==> config.mk <==
export PLATFORM = sky130hd
export DESIGN_NAME = seg_scan_ctrl
export DESIGN_NICKNAME = d
export VERILOG_FILES = /design/src/rtl/seg_scan_ctrl.sv
export SDC_FILE = /design/constraint.sdc
export NUM_CORES = 1
export LEC_CHECK = 0
export CORE_ASPECT_RATIO = 1.25
export CORE_UTILIZATION = 45
export CTS_CLUSTER_DIAMETER = 60
export DETAILED_ROUTE_END_ITERATION = 6
export SLEW_MARGIN = 20
export SYNTH_ARGS = -nofsm -noshare
export SYNTH_HDL_FRONTEND = slang
export SYNTH_SLANG_ARGS = --single-unit
==> constraint.sdc <==
create_clock -name clk -period 3 [get_ports clk]
set_input_delay 0.6 -clock clk [delete_from_list [all_inputs] [get_ports clk]]
set_output_delay 0.6 -clock clk [all_outputs]
set_load 0.01 [all_outputs]
==> src/rtl/seg_scan_ctrl.sv <==
// Scan controller for a multiplexed seven-segment display.
// It keeps a shadow bank and an active bank of hex digits and lights one digit per slot.
// Each slot opens with a dark gap to prevent ghosting.
// Leading zeros can be blanked.
// A commit copies the shadow bank into the active bank only at the end of a frame.
//
// state | meaning
// ------+---------------------------------------------------------
// GAP   | first GAP_CYCLES of a slot (and the OFF condition), dark
// SHOW  | rest of the slot, current digit lit unless suppressed
module seg_scan_ctrl #(
  parameter int NUM_DIGITS  = 8,
  parameter int REFRESH_DIV = 100000,
  parameter int GAP_CYCLES  = 1000
) (
  input  logic                  clk,
  input  logic                  rst_n,
  input  logic                  en,
  input  logic                  wr_en,
  input  logic [2:0]            wr_addr,
  input  logic [3:0]            wr_data,
  input  logic                  commit,
  input  logic                  lz_suppress,
  output logic [3:0]            digit_data,
  output logic [NUM_DIGITS-1:0] digit_en,
  output logic                  frame_done,
  output logic                  commit_pend
);

  localparam int CNT_W = $clog2(REFRESH_DIV);
  localparam int IDX_W = $clog2(NUM_DIGITS);
  localparam logic [CNT_W-1:0] CNT_LAST = CNT_W'(REFRESH_DIV - 1);
  localparam logic [CNT_W-1:0] GAP_LAST = CNT_W'(GAP_CYCLES - 1);
  localparam logic [IDX_W-1:0] IDX_LAST = IDX_W'(NUM_DIGITS - 1);

  typedef enum logic {GAP = 1'b0, SHOW = 1'b1} state_t;

  state_t                state, state_n;
  logic [CNT_W-1:0]      cnt, cnt_n;
  logic [IDX_W-1:0]      idx, idx_n;
  logic [3:0]            shadow   [NUM_DIGITS];
  logic [3:0]            shadow_n [NUM_DIGITS];
  logic [3:0]            active   [NUM_DIGITS];
  logic [3:0]            active_n [NUM_DIGITS];
  logic                  copy;
  logic                  commit_pend_n;
  logic                  frame_done_n;
  logic [3:0]            digit_data_n;
  logic [NUM_DIGITS-1:0] digit_en_n;
  logic                  zero_run;
  logic                  suppress;

  // Next scan position, bank contents and outputs. The outputs are registered
  // from the next-cycle position so they line up with cnt/idx of their cycle.
  always_comb begin
    state_n       = state;
    cnt_n         = cnt;
    idx_n         = idx;
    shadow_n      = shadow;
    active_n      = active;
    copy          = 1'b0;
    commit_pend_n = commit_pend;
    zero_run      = 1'b1;
    suppress      = 1'b0;
    digit_en_n    = '0;

    if (!en) begin
      state_n = GAP;
      cnt_n   = '0;
      idx_n   = '0;
    end else if (cnt == CNT_LAST) begin
      state_n = GAP;
      cnt_n   = '0;
      idx_n   = (idx == IDX_LAST) ? '0 : idx + 1'b1;
    end else begin
      cnt_n = cnt + 1'b1;
      if (state == GAP && cnt == GAP_LAST) state_n = SHOW;
    end

    // Out-of-range addresses do not match any slot, so those writes are dropped.
    for (int i = 0; i < NUM_DIGITS; i++) begin
      if (wr_en && wr_addr == 3'(i)) shadow_n[i] = wr_data;
    end

    // A commit in the copy cycle is absorbed. The copy takes the post-write
    // shadow, so a same-cycle write is forwarded.
    copy          = (commit_pend | commit) & (frame_done | ~en);
    commit_pend_n = ~copy & (commit_pend | commit);
    if (copy) active_n = shadow_n;

    // zero_run is true when this digit and every more significant digit are zero.
    for (int i = NUM_DIGITS - 1; i >= 0; i--) begin
      zero_run = zero_run & (active_n[i] == 4'h0);
      if (idx_n == IDX_W'(i)) suppress = zero_run;
    end
    if (!lz_suppress || idx_n == '0) suppress = 1'b0;

    if (state_n == SHOW && !suppress) digit_en_n[idx_n] = 1'b1;
    digit_data_n = active_n[idx_n];
    frame_done_n = (cnt_n == CNT_LAST) && (idx_n == IDX_LAST);
  end

  // State, counters, banks and registered outputs.
  always_ff @(posedge clk or negedge rst_n) begin
    if (!rst_n) begin
      state       <= GAP;
      cnt         <= '0;
      idx         <= '0;
      shadow      <= '{default: 4'h0};
      active      <= '{default: 4'h0};
      commit_pend <= 1'b0;
      frame_done  <= 1'b0;
      digit_data  <= 4'h0;
      digit_en    <= '0;
    end else begin
      state       <= state_n;
      cnt         <= cnt_n;
      idx         <= idx_n;
      shadow      <= shadow_n;
      active      <= active_n;
      commit_pend <= commit_pend_n;
      frame_done  <= frame_done_n;
      digit_data  <= digit_data_n;
      digit_en    <= digit_en_n;
    end
  end

endmodule

# ---- After elaboration in Yosys (flattened, before gate mapping)
# Cells that the tools add are included.
dict set report word_totals {
  reg_bits 99
  latch_bits 0
  mem_bits_rw 0
  rom_bits 0
  input_bits 13
  out_inout_bits 14
  word_cells 118
  n_memories 0
}
dict set report op_classes {
  n_addsub 2
  multipliers 0
  div 0
  order_cmp 3
  eq_ne 18
  shifts 0
  muxes 32
  bitwise 15
  n_reduce_logical 25
}
# op n
set ops {}
lappend ops {{$mux W4} 10}
lappend ops {{$eq A17 B17 Y1 const B} 2}
lappend ops {{$mux W17} 2}
lappend ops {{$logic_not A4 Y1} 8}
lappend ops {{$mux W32} 1}
lappend ops {{$eq A3 B3 Y1 const B} 9}
lappend ops {{$add A17 B1 Y17 const B} 1}
lappend ops {{$eq A17 B10 Y1 const B} 1}
lappend ops {{$mux W1} 13}
lappend ops {{$bmux W4 S3} 1}
lappend ops {{$eq A3 B2 Y1 const B} 4}
lappend ops {{$logic_and A1 B1 Y1} 12}
lappend ops {{$and A1 B1 Y1} 9}
lappend ops {{$mux W3} 3}
lappend ops {{$mux W8} 1}
lappend ops {{$eq A3 B1 Y1 const B} 2}
lappend ops {{$logic_not A3 Y1} 2}
lappend ops {{$ge A4 B4 Y1 const B} 1}
lappend ops {{$lt A3 B4 Y1 const B} 1}
lappend ops {{$not A3 Y4} 1}
lappend ops {{$add A3 B1 Y3 const B} 1}
lappend ops {{$demux W1 S3} 1}
lappend ops {{$ge A3 B1 Y1 const B} 1}
lappend ops {{$not A1 Y1} 3}
lappend ops {{3 further kinds} 5}

# ---- Longest topological paths before layout
# Gate-level depths: netlist of run 1.
dict set report depth {
  ltp_word 17
  depth_mapped 10
  depth_no_buf 9
}

# ---- Worst setup path after synthesis of run 1
# No wires, ideal clock.
dict set report synth_path {
  kind {in2reg}
  startpoint {in wr_addr[0]}
  endpoint {reg digit_en[1]}
  setup_ns 0.123
  arrival_ns 2.671
  required_ns 2.877
  setup_slack_ns 0.206
  cell_stages 7
  n_path_buf 1
  path_cell_list {buf_2 -> nor4bb_1 -> mux2_2 -> mux2_2 -> or4_1 -> a21oi_1 -> a21oi_1}
}
# element line_no
set synth_rtl {}
lappend synth_rtl {{start, declared} 20} ;# input logic [2:0] wr_addr,
lappend synth_rtl {{end signal, assigned} 124} ;# digit_en <= digit_en_n;
lappend synth_rtl {{end, declared} 25} ;# output logic [NUM_DIGITS-1:0] digit_en,

==> flow_summary_export.csv, run 1 <==
group,metric,value,unit
critical_path,reg2reg_from,"cnt[0]$_DFF_PN0_",
detailed_routing,drtIter0Drc,129,
critical_path,cp-end-kind,"flop",
global_routing,antenna_found_initial,0,
clocking,clk_path_buf_depth,2,
sta,clock_skew,0.00729,ns
logic_synthesis,yosys_warnings,0,
detailed_routing,wl_per_cell,17.4,um
final_layout,final_net_count,501,
detailed_routing,drc,0,
logic_synthesis,yosys.cell_types.count,56,
floorplan,start_util,0.467,
power,leakage,2.54,nW
final_layout,antenna_cells,0,
logic_synthesis,syn_nets,445,
logic_synthesis,synth.top_cell.area_share,0.523,
global_routing,grt_pass1_vias,3496,
clocking,cts_setup_buffers,0,
critical_path,crit_required,3.23,ns
global_routing,grt_overflow,0,
power,pwr_density_cell,592,nW/um2
status,status,"completed",
global_routing,grt_pass1_wl,17600,um
sta,holdWs,0.241,ns
floorplan,core,10200,um2
logic_synthesis,synthTopCellsByArea,"dfrtp_1 (52%), mux2_2 (9.7%), mux2i_1 (4.2%)",
floorplan,boundaryPins,27,
final_layout,multiInputGateArea,2080,um2
logic_synthesis,synth-edff-count,0,
critical_path,cp_max_fo,5,
clocking,cts_hold_buf,0,
critical_path,cp-start-kind,"primary input",
final_layout,fillerInstances,878,
logic_synthesis,avgSynthCellArea,11.0,um2
sta,relSlewSlack,0.618,
sta,fin_crit_sh,0.917,
place,dpl.hpwl,8180,um
clocking,clk_pin_slew,0.07,ns
logic_synthesis,ys_ff_latch,99,
detailed_routing,antenna_left,0,
sta,worst_slew_pin_slew,0.565,ns
critical_path,crit_arrival,2.98,ns
floorplan,rows,41,
final_layout,fin_util,0.555,
logic_synthesis,synthFlopType,"dfrtp_1",
detailed_routing,via_count,3377,
clocking,cts_made_buffers,9,
final_layout,drive_gt1_frac,0.233,
detailed_routing,via_per_inst,5.46,
logic_synthesis,synthCells,429,
power,p_comb_frac,0.195,
detailed_routing,firstDrtPassIters,4,
critical_path,crit_type,"primary input to flop",
power,irDropWorstVdd,0.337,mV
clocking,cts_tree,"yes",
power,p_sw,0.000887,W
power,intPower,0.00245,W
sta,setup_violations,0,
hold_path,hp-class,"primary input to async pin",
logic_synthesis,syn_area,4740,um2
floorplan,die-area,10900,um2
clocking,clk_latency,0.34,ns
clocking,ctsRootBufferMaster,"clkbuf_16",
clocking,cts.sinks,99,
critical_path,r2r_cells,9,
final_layout,syn_to_final_growth,18.9,%
power,clkPwrFrac,0.309,
place,port_buffers,26,
sta,fmaxAchievable,363,MHz
sta,hold_violations,0,
power,power_frac_seq,0.496,
sta,rsz0062_at_grt,"no",
clocking,h-tree-depth,3,
floorplan,dieHeight,117,um
flow_run,max_cap_violations,0,
final_layout,regArea,2480,um2
critical_path,r2r-end,"digit_data[1]$_DFF_PN0_",
logic_synthesis,seq_area_frac_synth,0.523,
global_routing,grt_max_degree,61,
detailed_routing,finalWirelength,10800,um
floorplan,die_x,93.8,um
critical_path,r2r_slack,0.29,ns
clocking,cts.repair.resized,0,
logic_synthesis,async_flop_share,1.00,
sta,final_max_slew_viol_count,0,
place,gp_congestion,0.855,
global_routing,grt.total_usage,0.217,
logic_synthesis,yosys.area.top_type,"dfrtp_1",
power,swShare,0.266,
sta,fin_crit,2.75,ns
[worst max-delay path by stage]
stage / startpoint / endpoint / slack [ns]
CTS: wr_addr[1] / digit_en[1]$_DFF_PN0_ / 0.24
detailed placement: wr_addr[1] / digit_en[1]$_DFF_PN0_ / -0.11
global placement: wr_addr[0] / digit_en[1]$_DFF_PN0_ / -0.11
global route: wr_addr[0] / digit_data[0]$_DFF_PN0_ / 0.09
floorplan: wr_addr[0] / digit_en[1]$_DFF_PN0_ / 0.21
finish: wr_addr[1] / digit_en[1]$_DFF_PN0_ / 0.25
[flip-flops by register name, summed over array words and instances (netlist names)]
signal / count
active: 32
commit_pend: 1
idx: 3
shadow: 32
state: 1
digit_data: 4
digit_en: 8
frame_done: 1
cnt: 17
[metrics by stage]
step | setup slack [ns] | total power (W) | TNS [ns] | instances | area (um2)
after global placement | -0.110 | 0.00232 | -0.191 | 603 | 5370
after detailed placement | -0.112 | 0.00234 | -0.176 | 603 | 5370
final | 0.248 | 0.00334 | 0 | 619 | 5640
after floorplan | 0.206 | 0.00205 | 0 | 429 | 4740
after global routing | 0.0916 | 0.00351 | 0 | 619 | 5640
after CTS | 0.242 | 0.00338 | 0 | 619 | 5640
[per-layer routing]
metal / vias up / global-route usage / share of wire
met5: - / 0 / 0
met4: 0 / 0.119 / 0.037
met3: 21 / 0.0195 / 0.021
met2: 54 / 0.392 / 0.52
met1: 1664 / 0.255 / 0.42
li1: 1638 / - / -
[power groups by stage]
stage          clock (W)  combinational [W]  sequential, W
2_1_floorplan          0           0.000385        0.00166
3_3_place_gp           0           0.000646        0.00167
3_5_place_dp           0           0.000655        0.00168
4_1_cts          0.00106           0.000659        0.00166
5_1_grt          0.00111           0.000721        0.00168
6_report         0.00103           0.000650        0.00166
[synth_stat cells, types with 2 or more instances]
cell	n
a211oi_1	8
a21oi_1	17
a31oi_1	2
a32o_1	3
and3_1	5
and3b_1	2
and4_1	2
buf_1	3
buf_2	4
buf_6	3
clkbuf_1	11
dfrtp_1	99
ha_1	3
inv_1	16
mux2_2	41
mux2_4	2
mux2i_1	20
nand2_1	28
nand2_2	2
nand2b_1	2
nand3_1	17
nand4_1	6
nand4b_1	4
nor2_1	44
nor2b_1	2
nor3_1	15
nor3b_1	3
nor4_1	6
nor4b_1	3
nor4bb_1	2
o2111ai_1	2
o211a_1	3
o21ai_0	8
o22ai_1	2
or4_1	3
xnor2_1	7
xor2_1	10
[area by class of cell]
type	count	share of cell area
sequential	99	0.440
multi-input combinational	289	0.369
timing repair buffer	67	0.103
clock buffer	11	0.0413
tap	129	0.0286
inverter	19	0.0133
clock inverter	5	0.00533
[cells in the final DEF, fill, tap and decap left out, types with 3 or more instances in the layout]
cell / Yosys / final
buf_4: 1 / 41
nor4_1: 6 / 6
dfrtp_1: 99 / 99
o21ai_0: 8 / 8
a211oi_1: 8 / 8
clkbuf_16: 0 / 9
clkdlybuf4s50_1: 0 / 25
xnor2_1: 7 / 7
nor2_1: 44 / 43
o211a_1: 3 / 3
nand4_1: 6 / 6
or4_1: 3 / 3
nor3b_1: 3 / 3
ha_1: 3 / 3
nor3_1: 15 / 15
nand3_1: 17 / 17
a21oi_1: 17 / 17
and3_1: 5 / 5
inv_1: 16 / 16
clkinv_2: 1 / 4
mux2_2: 41 / 41
xor2_1: 10 / 10
nand2_1: 28 / 28
nor4b_1: 3 / 3
nand4b_1: 4 / 4
mux2i_1: 20 / 20
a32o_1: 3 / 3
[worst max-delay path: stages]
cell             delay (ns)
clkdlybuf4s50_1        0.48
nor4bb_1               0.33
buf_4                  0.19
mux2_2                 0.34
mux2_2                 0.28
or4_1                  0.55
a21oi_1                0.13
a21oi_1                0.08
[cells by family after synthesis]
family | share of synthesized area
adders and majority gates | 0.00792
and+or+nand+nor | 0.178
buffers and inverters | 0.0399
muxes | 0.146
DFF | 0.523
xor gates and xnor gates | 0.0314
AOI/OAI and AO/OA | 0.0739
Power figures use the tool's default switching activity.
==> run 2, diff against run 1 <==
CTS_BUF_LIST = sky130_fd_sc_hd__clkbuf_4 sky130_fd_sc_hd__clkbuf_8   (was default)
==> flow_summary_export.csv, run 2 (synthesized netlist as in run 1, its figures left out) <==
group,metric,value,unit
critical_path,crit_arrival,3.00,ns
detailed_routing,firstDrtPassIters,5,
clocking,h-tree-depth,3,
clocking,clk_path_buf_depth,2,
sta,fin_crit_sh,0.913,
critical_path,slowest_delay,0.55,ns
floorplan,core,10200,um2
final_layout,fin_area,5540,um2
sta,fin_crit,2.74,ns
global_routing,grt_max_degree,61,
final_layout,antenna_cells,0,
critical_path,cp-start-kind,"primary input",
detailed_routing,wl_per_cell,17.4,um
final_layout,drive_gt1_frac,0.237,
power,pwr_density_cell,553,nW/um2
critical_path,crit_buf_inv,2,
place,placed_area,5370,um2
sta,fmaxAchievable,365,MHz
critical_path,critPathTopFamily,"simple AND/OR/NAND/NOR gates",
detailed_routing,drtIter0Drc,139,
sta,hold_violations,0,
sta,setup_violations,0,
status,status,"completed",
flow_run,max_cap_violations,0,
floorplan,die-area,10900,um2
critical_path,crit_required,3.26,ns
final_layout,fillerInstances,892,
hold_path,hp-class,"primary input to async pin",
global_routing,grt_pass1_vias,3496,
global_routing,grtUsageMet1,0.254,
place,dpl.hpwl,8180,um
sta,clock_skew,0.0115,ns
place,place_ws,-0.112,ns
critical_path,crit_chain,"clkdlybuf4s50_1 > nor4bb_1 > buf_4 > mux2_2 > mux2_2 > or4_1 > a21oi_1 > a21oi_1",
final_layout,layout_common_cells,"dfrtp_1 (99), nor2_1 (43), mux2_2 (41), buf_4 (41), nand2_1 (28)",
detailed_routing,via_count,3383,
floorplan,dieHeight,117,um
floorplan,start_util,0.467,
clocking,cts.sinks,99,
power,total_power,0.00306,W
sta,fin_ws,0.262,ns
floorplan,die_x,93.8,um
global_routing,grt_overflow,0,
detailed_routing,finalWirelength,10800,um
clocking,clk_pin_slew,0.09,ns
global_routing,grt.total_usage,0.219,
critical_path,cp_max_fo,5,
place,port_buffers,26,
clocking,cts_made_buffers,9,
sta,final_max_slew_viol_count,0,
sta,tns,0,ns
global_routing,grt_pass1_wl,17600,um
clocking,clk_latency,0.36,ns
critical_path,startpoint,"wr_addr[1]",
clocking,cts_setup_buffers,0,
place,gp_congestion,0.855,
global_routing,antenna_found_initial,0,
sta,relSlewSlack,0.618,
sta,worst_slew_pin_slew,0.565,ns
detailed_routing,via_per_inst,5.47,
sta,holdWs,0.210,ns
final_layout,top_regs,"active x32, shadow x32, cnt x17",
power,leakage,2.50,nW
sta,rsz0062_at_grt,"no",
critical_path,cp-end-kind,"flop",
floorplan,rows,41,
clocking,cts_tree,"yes",
detailed_routing,drc,0,
power,irDropWorstVdd,0.272,mV
global_routing,met3_usage,0.0417,
global_routing,grt-busiest-layer,"met2",
floorplan,boundaryPins,27,
clocking,ctsRootBufferMaster,"clkbuf_8",
global_routing,met2_usage,0.392,
final_layout,final_common_cell,"dfrtp_1",
clocking,cts_hold_buf,0,
final_layout,final_net_count,501,
critical_path,crit_path_top_delay_cell,"or4_1",
critical_path,reg2reg_from,"cnt[0]$_DFF_PN0_",
detailed_routing,antenna_left,0,
critical_path,crit_type,"primary input to flop",
final_layout,syn_to_final_growth,16.9,%
clocking,cts.repair.resized,0,
-- run 2: cell types whose count changed in the layout (fill, tap and decap cells not counted) --
cell       before  now
clkbuf_1        2    0
clkbuf_4        0    2
clkbuf_16       9    0
clkbuf_8        0    9
-- run 2: per-stage QoR --
step,cells,utilization
floorplan,429,-
global placement,603,0.529
detailed placement,603,0.529
CTS,619,0.546
global route,619,0.546
finish,619,0.546
-- run 2: final timing paths --
check	end	slack (ns)	cells after the start
min in group clk	shadow[29]$_DFF_PN0_	0.49	2
max in group asynchronous	idx[0]$_DFF_PN0_	2.08	2
setup / recovery	digit_en[1]$_DFF_PN0_	0.26	8
hold / removal	shadow[29]$_DFF_PN0_	0.21	1
setup reg to reg	digit_data[1]$_DFF_PN0_	0.29	9
hold reg to reg	shadow[29]$_DFF_PN0_	0.49	2
-- run 2: worst reg2reg max path, stage by stage, from the launching register on --
cell      delay [ns]
dfrtp_1         0.44
ha_1            0.29
and4_1          0.26
and4_1          0.27
and4_2          0.33
nor2_8          0.27
inv_4           0.16
a211oi_1        0.30
o21ai_0         0.15
o211a_1         0.14
-- run 2: final cells by class --
| class | count | area [um2] | share of cell area |
|---|---|---|---|
| multi-input cells | 289 | 2080 | 0.375 |
| clock buffers | 11 | 139 | 0.0251 |
| repair buffers | 67 | 578 | 0.104 |
| clock inverters | 5 | 30.0 | 0.00542 |
| inverters | 19 | 75.1 | 0.0135 |
| flip-flops and latches | 99 | 2480 | 0.447 |
| well taps | 129 | 161 | 0.0291 |
-- run 2: power by group --
part | internal, W | switching (W)
Sequential | 0.00156 | 0.0000917
Combinational | 0.000328 | 0.000321
Clock | 0.000316 | 0.000443
-- run 2: per-layer routing --
| layer | vias to the layer above | routed length, um |
|---|---|---|
| met5 | - | 0 |
| met4 | 0 | 328 |
| met3 | 24 | 290 |
| met2 | 56 | 5610 |
| met1 | 1669 | 4560 |
| li1 | 1634 | - |
==> run 3, diff against run 2 <==
CORE_UTILIZATION = 36   (was 45)
==> flow_summary_export.csv, run 3 (synthesized netlist as in run 1, its figures left out) <==
group,metric,value,unit
critical_path,crit_arrival,3.02,ns
final_layout,instances_no_fill,656,
global_routing,grt_pass1_vias,3620,
place,port_buffers,26,
critical_path,crit_type,"primary input to flop",
sta,hold_violations,0,
power,p_comb_frac,0.201,
final_layout,drive_gt1_frac,0.234,
power,leakage,2.51,nW
sta,rsz0062_at_grt,"no",
sta,worst_slew_pin_slew,0.641,ns
detailed_routing,drtIter0Drc,148,
detailed_routing,via_per_inst,5.13,
power,irDropWorstVdd,0.197,mV
final_layout,layout_common_cells,"dfrtp_1 (99), nor2_1 (43), mux2_2 (41)",
sta,final_max_slew_viol_count,0,
global_routing,grt_pass1_wl,18400,um
clocking,cts_hold_buf,0,
detailed_routing,wl_per_cell,16.9,um
detailed_routing,drc,0,
power,p_sw,0.000908,W
floorplan,die_x,105,um
final_layout,final_common_cell,"dfrtp_1",
final_layout,final_net_count,499,
power,total_power,0.00321,W
final_layout,antenna_cells,0,
sta,fin_crit_sh,0.919,
floorplan,die-area,13600,um2
power,swShare,0.283,
critical_path,cp_max_fo,4,
floorplan,dieHeight,130,um
critical_path,cp-end-kind,"flop",
detailed_routing,via_count,3364,
clocking,clk_pin_slew,0.10,ns
sta,fmaxAchievable,363,MHz
floorplan,start_util,0.371,
clocking,clk_path_buf_depth,2,
sta,tns,0,ns
clocking,cts_made_buffers,9,
sta,clock_skew,0.0131,ns
sta,setup_violations,0,
clocking,ctsRootBufferMaster,"clkbuf_8",
place,placed_area,5410,um2
final_layout,fillerInstances,1229,
clocking,h-tree-depth,3,
final_layout,fin_util,0.439,
power,intPower,0.00230,W
hold_path,hp-class,"primary input to async pin",
floorplan,core,12800,um2
critical_path,r2r_cells,9,
detailed_routing,firstDrtPassIters,4,
critical_path,cp-start-kind,"primary input",
floorplan,rows,46,
place,placed_cells,640,
detailed_routing,finalWirelength,11100,um
status,status,"completed",
power,clkPwrFrac,0.283,
flow_run,max_cap_violations,0,
critical_path,crit_required,3.26,ns
clocking,cts.sinks,99,
global_routing,grt_max_degree,51,
global_routing,grt.total_usage,0.178,
power,pwr_density_cell,571,nW/um2
final_layout,syn_to_final_growth,18.5,%
place,gp_congestion,0.840,
clocking,cts_setup_buffers,0,
sta,fin_crit,2.76,ns
sta,relSlewSlack,0.573,
global_routing,grt_overflow,0,
clocking,cts.repair.resized,0,
place,dpl.hpwl,8300,um
detailed_routing,antenna_left,0,
clocking,cts_tree,"yes",
final_layout,fin_area,5620,um2
floorplan,boundaryPins,27,
global_routing,antenna_found_initial,0,
clocking,clk_latency,0.38,ns
power,power_frac_seq,0.516,
final_layout,top_regs,"active x32, shadow x32, cnt x17",
[run 3: cell count changes in the layout (fill, tap and decap cells not counted)]
cell,delta
buf_4,-2
bufinv_16,+1
clkbuf_4,-2
clkbuf_8,+1
clkinv_2,-2
clkinv_4,+1
clkinvlp_4,-1
inv_6,+1
inv_8,+1
[run 3: final timing paths]
check | start | endpoint | slack (ns)
max in group asynchronous | rst_n | digit_en[7]$_DFF_PN0_ | 2.08
max reg2reg | cnt[0]$_DFF_PN0_ | digit_data[3]$_DFF_PN0_ | 0.28
min in group clk | shadow[29]$_DFF_PN0_ | shadow[29]$_DFF_PN0_ | 0.50
max | wr_addr[0] | digit_en[1]$_DFF_PN0_ | 0.24
min reg2reg | shadow[29]$_DFF_PN0_ | shadow[29]$_DFF_PN0_ | 0.50
min | rst_n | shadow[30]$_DFF_PN0_ | 0.23
[run 3: final cells by class]
class                           instances  area [um2]  area share
Clock buffer                           10         138      0.0245
Clock inverter                          6        71.3      0.0127
Inverter                               19        75.1      0.0134
Multi-Input combinational cell        289        2080       0.371
Sequential cell                        99        2480       0.441
Tap cell                              168         210      0.0374
Timing Repair Buffer                   65         563       0.100
[run 3: worst max-delay path, cell delays in order]
cell and delay, ns:
clkdlybuf4s50_1 0.48, nor4bb_1 0.35, buf_4 0.20, mux2_2 0.34, mux2_2 0.28, or4_1 0.55
a21oi_1 0.14, a21oi_1 0.08
[run 3: power by group through the flow]
stage	registers, W	clock network, W	logic (W)
global placement	0.00167	0	0.000641
CTS	0.00166	0.000928	0.000655
global route	0.00169	0.000985	0.000716
detailed placement	0.00168	0	0.000653
finish	0.00166	0.000907	0.000645
floorplan	0.00166	0	0.000385
[run 3: per-layer routing]
layer / track usage / vias to the layer above / share of wire
met1: 0.201 / 1640 / 0.43
met5: 0 / - / 0
met2: 0.314 / 59 / 0.50
li1: - / 1635 / -
met4: 0.102 / 0 / 0.042
met3: 0.0365 / 30 / 0.028
[run 3: metrics by stage]
step | setup slack (ns) | hold WS, ns
after CTS | 0.251 | 0.248
after global routing | 0.0637 | 0.275
after global placement | -0.186 | 0.461
final | 0.244 | 0.232
after detailed placement | -0.135 | 0.477
after floorplan | 0.206 | 0.304
